## src/rtl/ex_muldiv_unit.sv

```systemverilog
// Iterative radix-2 MULT/MULTU/DIV/DIVU into HI/LO, plus MTHI/MTLO writes.
// Latency 34 cycles start->done for every op; stall_req holds ID off, start is only taken in IDLE.
module ex_muldiv_unit #(
    parameter int XLEN = 32
) (
    input  logic            clk,
    input  logic            rst,
    input  logic            start,
    input  logic [1:0]      op,
    input  logic [XLEN-1:0] src_a,
    input  logic [XLEN-1:0] src_b,
    input  logic            mt_hi_we,
    input  logic            mt_lo_we,
    input  logic [XLEN-1:0] mt_data,
    output logic [XLEN-1:0] hi,
    output logic [XLEN-1:0] lo,
    output logic            busy,
    output logic            done,
    output logic            stall_req
);

    localparam int CW = $clog2(XLEN);
    localparam logic [1:0] S_IDLE = 2'd0;
    localparam logic [1:0] S_RUN  = 2'd1;
    localparam logic [1:0] S_FIX  = 2'd2;
    localparam logic [1:0] S_DONE = 2'd3;
    localparam logic [CW-1:0] LAST = CW'(XLEN - 1);

    logic [1:0]        state;
    logic [CW-1:0]     count;
    logic [2*XLEN-1:0] acc;
    logic [XLEN-1:0]   opb;
    logic [XLEN-1:0]   orig_a;
    logic              is_div;
    logic              neg_q;
    logic              neg_r;
    logic              div_zero;

    logic              signed_op;
    logic              a_neg;
    logic              b_neg;
    logic [XLEN-1:0]   abs_a;
    logic [XLEN-1:0]   abs_b;
    logic [XLEN:0]     add_sum;
    logic [XLEN:0]     rem_sh;
    logic [XLEN:0]     trial;
    logic [2*XLEN-1:0] step_mul;
    logic [2*XLEN-1:0] step_div;
    logic [2*XLEN-1:0] prod_fix;
    logic [XLEN-1:0]   quo_fix;
    logic [XLEN-1:0]   rem_fix;

    always_comb begin
        signed_op = ~op[0];
        a_neg     = signed_op & src_a[XLEN-1];
        b_neg     = signed_op & src_b[XLEN-1];
        abs_a     = a_neg ? -src_a : src_a;
        abs_b     = b_neg ? -src_b : src_b;
    end

    // Multiply: the multiplier sits in acc's low half and shifts out as the product shifts in.
    // Divide: the dividend shifts out of the low half while quotient bits shift in behind it.
    always_comb begin
        add_sum  = {1'b0, acc[2*XLEN-1:XLEN]} + (acc[0] ? {1'b0, opb} : '0);
        step_mul = {add_sum, acc[XLEN-1:1]};
        rem_sh   = acc[2*XLEN-1:XLEN-1];
        trial    = rem_sh - {1'b0, opb};
        step_div = trial[XLEN] ? {rem_sh[XLEN-1:0], acc[XLEN-2:0], 1'b0}
                               : {trial[XLEN-1:0], acc[XLEN-2:0], 1'b1};
    end

    always_comb begin
        prod_fix = neg_q ? -acc : acc;
        quo_fix  = neg_q ? -acc[XLEN-1:0] : acc[XLEN-1:0];
        rem_fix  = neg_r ? -acc[2*XLEN-1:XLEN] : acc[2*XLEN-1:XLEN];
    end

    always_ff @(posedge clk) begin
        if (rst) begin
            state    <= S_IDLE;
            count    <= '0;
            acc      <= '0;
            opb      <= '0;
            orig_a   <= '0;
            is_div   <= 1'b0;
            neg_q    <= 1'b0;
            neg_r    <= 1'b0;
            div_zero <= 1'b0;
            hi       <= '0;
            lo       <= '0;
        end else begin
            case (state)
                S_IDLE: begin
                    if (start) begin
                        acc      <= {{XLEN{1'b0}}, abs_a};
                        opb      <= abs_b;
                        orig_a   <= src_a;
                        is_div   <= op[1];
                        neg_q    <= a_neg ^ b_neg;
                        neg_r    <= a_neg;
                        div_zero <= (src_b == '0);
                        count    <= '0;
                        state    <= S_RUN;
                    end
                end
                S_RUN: begin
                    acc   <= is_div ? step_div : step_mul;
                    count <= count + 1'b1;
                    if (count == LAST) begin
                        state <= S_FIX;
                    end
                end
                S_FIX: begin
                    if (!is_div) begin
                        hi <= prod_fix[2*XLEN-1:XLEN];
                        lo <= prod_fix[XLEN-1:0];
                    end else if (div_zero) begin
                        hi <= orig_a;
                        lo <= '1;
                    end else begin
                        hi <= rem_fix;
                        lo <= quo_fix;
                    end
                    state <= S_DONE;
                end
                default: begin
                    state <= S_IDLE;
                end
            endcase

            // MT writes land in IDLE or DONE; in DONE they overwrite the fresh result.
            if (state == S_IDLE || state == S_DONE) begin
                if (mt_hi_we) begin
                    hi <= mt_data;
                end
                if (mt_lo_we) begin
                    lo <= mt_data;
                end
            end
        end
    end

    assign busy      = (state == S_RUN) || (state == S_FIX);
    assign done      = (state == S_DONE);
    assign stall_req = busy;

endmodule

```

## config.mk

```make
export PLATFORM = sky130hd
export DESIGN_NAME = ex_muldiv_unit
export DESIGN_NICKNAME = d
export VERILOG_FILES = /design/src/rtl/ex_muldiv_unit.sv
export SDC_FILE = /design/constraint.sdc
export NUM_CORES = 1
export LEC_CHECK = 0
export BUFFER_PORTS_ARGS = -buffer_cell sky130_fd_sc_hd__buf_2
export CORE_MARGIN = 5
export CORE_UTILIZATION = 23
export DETAILED_ROUTE_END_ITERATION = 12
export PLACE_DENSITY_LB_ADDON = 0.3
export SLEW_MARGIN = 30
export SYNTH_ARGS = -nofsm -noshare
export SYNTH_HDL_FRONTEND = slang
export SYNTH_SLANG_ARGS = --single-unit
```

## constraint.sdc

```tcl
create_clock -name clk -period 4.14 [get_ports clk]
set_input_delay 0.621 -clock clk [delete_from_list [all_inputs] [get_ports clk]]
set_output_delay 0.621 -clock clk [all_outputs]
set_load 0.03 [all_outputs]
```

==> results of run 1 <==
-- how the worst min path moves through the flow --
stage	from	to	slack, ns	cells after the start
final	mt_data[25]	lo[25]	0.30	3
after global routing	mt_data[30]	lo[30]	0.29	3
after CTS	mt_data[25]	lo[25]	0.29	3
after detailed placement	orig_a[27]	orig_a[27]	0.45	2
after global placement	opb[31]	opb[31]	0.44	2
after floorplan	opb[31]	opb[31]	0.43	2
-- power by group through the flow --
| stage | Combinational [uW] | Sequential, uW | Clock, uW |
|---|---|---|---|
| 6_report | 5870 | 3090 | 2310 |
| 4_1_cts | 5840 | 3080 | 2350 |
| 3_5_place_dp | 5820 | 3120 | 0 |
| 3_3_place_gp | 5880 | 3110 | 0 |
| 5_1_grt | 6380 | 3160 | 2430 |
| 2_1_floorplan | 3630 | 3310 | 0 |
-- placed cells by master, fill, tap and decap left out, types with 7 or more instances in the layout --
master and n:
a211oi_1 64, a21o_1 29, a21oi_1 218, a22oi_1 20, a311oi_1 12, a31oi_1 11
and2_1 10, and3_1 14, buf_2 168, buf_4 66, clkbuf_16 26, dfxtp_1 201
diode_2 7, ha_1 72, inv_1 63, mux2_2 17, mux2i_1 50, nand2_1 291
nand2b_1 21, nand3_1 29, nand4_1 18, nor2_1 211, nor2b_1 15, nor3_1 53
nor4_1 19, o2111ai_1 7, o211ai_1 41, o21a_1 15, o21ai_0 131, o21bai_1 14
o221ai_1 38, o31ai_1 30, o41ai_1 14, or3_1 26, or4_1 14, xnor2_1 105
xor2_1 58
-- area by class of cell --
type                            instances  area [um2]  share of cell area, %
Clock inverter                         14         146                  0.773
Antenna cell                            7        17.5                 0.0925
Inverter                               65         244                   1.29
Timing Repair Buffer                  235        1350                   7.12
Sequential cell                       203        4070                   21.5
Multi-Input combinational cell       1780       11200                   59.4
Clock buffer                           31         689                   3.64
Tap cell                              940        1180                   6.21
-- tightest hold or removal path: cells and delay by family --
kind,cells,cell delay [ns]
compound gates,1,0.05
buf+inv,1,0.11
simple gates,1,0.05
-- registers in the layout, summed over array words and instances, names as in the netlist --
name,flops
hi,32
acc,64
count,5
lo,32
state,2
neg_r,1
is_div,1
opb,32
neg_q,1
orig_a,32
div_zero,1
-- kinds of logic (layout without fill, tap and decap cells) --
logic type                 after synthesis  in the layout  synth area share (%)
DFF                                    203            203                  25.1
buffers and inverters                  234            345                  5.55
and+or+nand+nor                        758            758                  21.4
other                                    0              7                     0
AOI/OAI and AO/OA                      716            716                  28.9
adders and majority gates               76             76                  5.97
xor gates and xnor gates               163            163                  8.82
muxes                                   67             67                  4.28
-- stage by stage --
stage | total power (uW) | setup slack, ns | util (%) | hold WS, ns
2_1_floorplan | 6940 | 0.967 | - | 0.432
6_report | 11300 | 0.513 | 27.1 | 0.305
3_5_place_dp | 8940 | 0.567 | 25.9 | 0.448
3_3_place_gp | 8980 | 0.589 | 25.9 | 0.443
4_1_cts | 11300 | 0.532 | 27.1 | 0.286
5_1_grt | 12000 | 0.215 | 27.1 | 0.295
-- routing by layer --
layer  vias up  track usage, %  share of wire, %
li1       8255               -                 -
met1      8077            23.4                44
met2       574            27.4                45
met3       109            3.19               7.3
met4         4            5.42               3.5
met5         -               0             0.031
==> reports/qor.csv, run 1 <==
metric,value,unit
arrival,4.05,ns
p_seq_share,27.4,%
cp-start-kind,flop,
final_nets,2490,
die-area,0.0758,mm2
instances_no_fill,3275,
grt_overflow,0,
path_buf_inv,3,
cts_hold_buf,0,
synthArstFlopShare,0,%
min_path_type,input port to flop,
placed_cells,3223,
cts_buffer_depth,3,
cp-end-kind,flop,
tns,0,ns
crit_cells,14,
syn_inst,2217,
grt_pass1_vias,15900,
core,0.0699,mm2
synth_nets,2396,
timing.rr.end,acc[42],
rows,97,
fmax,0.276,GHz
htree_levels,1,
portBuffers,169,
power.net_switching,5510,uW
synthToLayoutAreaGrowth,17.0,%
antenna_found_initial,7,
root_buffer,clkbuf_16,
rsz0062_at_grt,no,
dp_hpwl,52800,um
ys_warn_count,0,
crit_start,acc[31],
clkTransAtPathRegs,0.06,ns
finalInstanceArea,0.0189,mm2
yosysMostFrequentCell,nand2_1,
routabilityCongestion,0.951,
finalHoldViolations,0,
io_pins,170,
critPathKind,flop to flop,
critical-path-top-delay-family,compound AO/OA/AOI/OAI gates,
synth_cell_types,82,
yosys.area.top_type_share,25.1,%
fillers,7861,
synth_area,0.0162,mm2
peakVddDrop,292,uV
synth_top_area_cell,dfxtp_1,
grt_usage,17.1,%
max_stage_delay,0.47,ns
cts_setup_buffers,0,
drt-wirelength-per-cell,21.0,um
crit_path_max_fanout,16,
min_period,3.63,ns
seq_area_frac_synth,25.1,%
min_period_over_period,87.6,%
regToRegStartpoint,acc[31],
power.share.clock,20.5,%
worst-slew-pin-transition,1.02,ns
die_h,275,um
crit_path_end,acc[42],
swShare,48.9,%
cp.required,4.57,ns
crit_path_top_delay_cell,dfxtp_1,
cp_common_cell,buf_4,
drive_gt1_share,13.8,%
drv_cap,0,
synthTopCellsByCount,"291 x nand2_1, 218 x a21oi_1, 213 x nor2_1, 203 x dfxtp_1, 148 x clkbuf_1",
avgSynthCellArea,7.30,um2
ys.flop_type,dfxtp_1,
cts_tree,built,
vias,17000,
p_comb_share,52.1,%
place_area,0.0181,mm2
initial_core_util,23.1,%
intPower,5760,uW
crit_chain,"inv_1, ha_1, fa_1, nand2b_1, a21oi_1, o21ai_1, a211oi_1, nor4_1, nor2_2, buf_4, buf_4, o22ai_1, a31oi_1, o21ai_0",
routed_via_density,5.20,
setup_viol,0,
cts.sinks,203,
post_cts_resize_count,0,
clock_latency,0.57,ns
wl,68700,um
dr.first_iter.drc_count,1453,
grt_pass1_wl,101000,um
rr_worst_depth,14,
p_per_area,595,mW/mm2
cts_buffers,26,
synthTopCellsByArea,"dfxtp_1 25%, nand2_1 6.8%, a21oi_1 6.7%, ha_1 5.7%, xnor2_1 5.7%",
slew_headroom,32.3,%
drv_slew,0,
ys_ff_latch,203,
synth-edff-count,0,
grt_max_degree,77,
finClkSkew,0.0284,ns
die_x,275,um
run_status,"complete, no violations",
r2r_setup_slack,0.51,ns
power_leakage,0.00741,uW
drc,0,
first_pass_iters,5,
ant_nets,0,
Power figures use the tool's default switching activity.
==> inputs of run 2 (changes only) <==
CORE_ASPECT_RATIO = 1.5   (was default)
==> reports/qor.csv, run 2 (same netlist as run 1, synthesis figures left out) <==
metric,value,unit
portBuffers,169,
wl,70100,um
cp-start-kind,flop,
final_nets,2500,
crit_path_max_fanout,19,
arrival,4.02,ns
utilization,27.3,%
whs_endpoint,hi[11],
critPathKind,flop to flop,
rsz0062_at_grt,no,
largest_reg_flops,64,
routabilityCongestion,0.937,
htree_levels,1,
timing.rr.end,acc[33],
drv_slew,0,
min_period_over_period,86.2,%
vias,17000,
grt_overflow,0,
grt_pass1_wl,104000,um
cts_hold_buf,0,
peakVddDrop,442,uV
layout.cells.most_common,nand2_1,
drt-wirelength-per-cell,21.6,um
finalHoldViolations,0,
grt_pass1_vias,16600,
tns,0,ns
clock_latency,0.56,ns
die_h,335,um
drv_cap,0,
dr.first_iter.drc_count,1410,
run_status,"complete, no violations",
root_buffer,clkbuf_16,
multi_input_area,0.0113,mm2
rows,119,
hold_depth,3,
r2r_setup_slack,0.57,ns
cts_setup_buffers,0,
cts.sinks,203,
final_cell_mix,"291 x nand2_1, 218 x a21oi_1, 211 x nor2_1",
grt_usage,17.5,%
worst-slew-pin-transition,0.835,ns
antenna_found_initial,10,
drc,0,
finClkSkew,0.0216,ns
routed_via_density,5.23,
die-area,0.0759,mm2
dp_hpwl,55500,um
fmax,0.280,GHz
clkTransAtPathRegs,0.07,ns
min_period,3.57,ns
cts_buffers,24,
setup_viol,0,
first_pass_iters,6,
fillers,7763,
p_per_area,609,mW/mm2
cp.required,4.59,ns
ant_nets,0,
cp-end-kind,flop,
holdCritStartpoint,mt_data[11],
regToRegStartpoint,acc[31],
cts_tree,built,
seqCellArea,0.00407,mm2
rr_worst_depth,14,
synthToLayoutAreaGrowth,18.2,%
slew_headroom,44.2,%
core,0.0700,mm2
cts_buffer_depth,3,
initial_core_util,23.1,%
drive_gt1_share,14.4,%
min_path_type,input port to flop,
fin_total_pwr,11600,uW
power_leakage,0.00753,uW
io_pins,170,
die_x,227,um
post_cts_resize_count,0,
regMostFlops,acc,
grt_max_degree,59,
[run 2: final cells by class]
cell class / count / share of cell area, %
multi-input combinational: 1780 / 58.9
sequential: 203 / 21.3
timing repair buffer: 247 / 7.58
tap: 907 / 5.94
clock buffer: 28 / 3.38
clock inverter: 16 / 1.60
inverter: 65 / 1.28
antenna: 7 / 0.0916
[run 2: worst max-delay path by stage]
stage | start | to | slack, ns | cells past startpoint
global route | acc[0] | hi[28] | 0.35 | 10
floorplan | acc[32] | acc[58] | 0.97 | 13
finish | acc[31] | acc[33] | 0.57 | 14
global placement | acc[40] | acc[63] | 0.59 | 10
detailed placement | acc[40] | acc[63] | 0.59 | 10
CTS | acc[31] | acc[33] | 0.59 | 14
[run 2: metrics by stage]
stage	hold slack (ns)	area (um2)	cells	setup slack (ns)
finish	0.314	19100	3253	0.572
global route	0.296	19100	3249	0.352
CTS	0.279	19100	3246	0.585
detailed placement	0.448	18100	3202	0.594
global placement	0.443	18100	3202	0.595
floorplan	0.432	16200	2217	0.967
[run 2: report_power, final]
group	switching, uW	internal, uW	total (uW)
Combinational	3950	1980	5930
Sequential	586	2510	3100
Clock	995	1630	2620
Total	5530	6120	11600
[run 2: worst max-delay path, cell delays in order (launching register included)]
cell and delay, ns:
dfxtp_1 0.46, inv_1 0.09, ha_1 0.24, fa_1 0.41, nand2b_1 0.18, a21oi_1 0.21, o21ai_1 0.21, a211oi_1 0.43
a221o_1 0.28, nor2_2 0.05, buf_4 0.24, buf_4 0.23, nand2_1 0.08, o211ai_1 0.09, a221oi_1 0.26
[run 2: per-layer routing]
metal	routed length [um]	GRT usage, %
met1	26600	19.5
met2	35100	31.5
met3	3140	1.94
met4	5180	11.3
met5	47	0
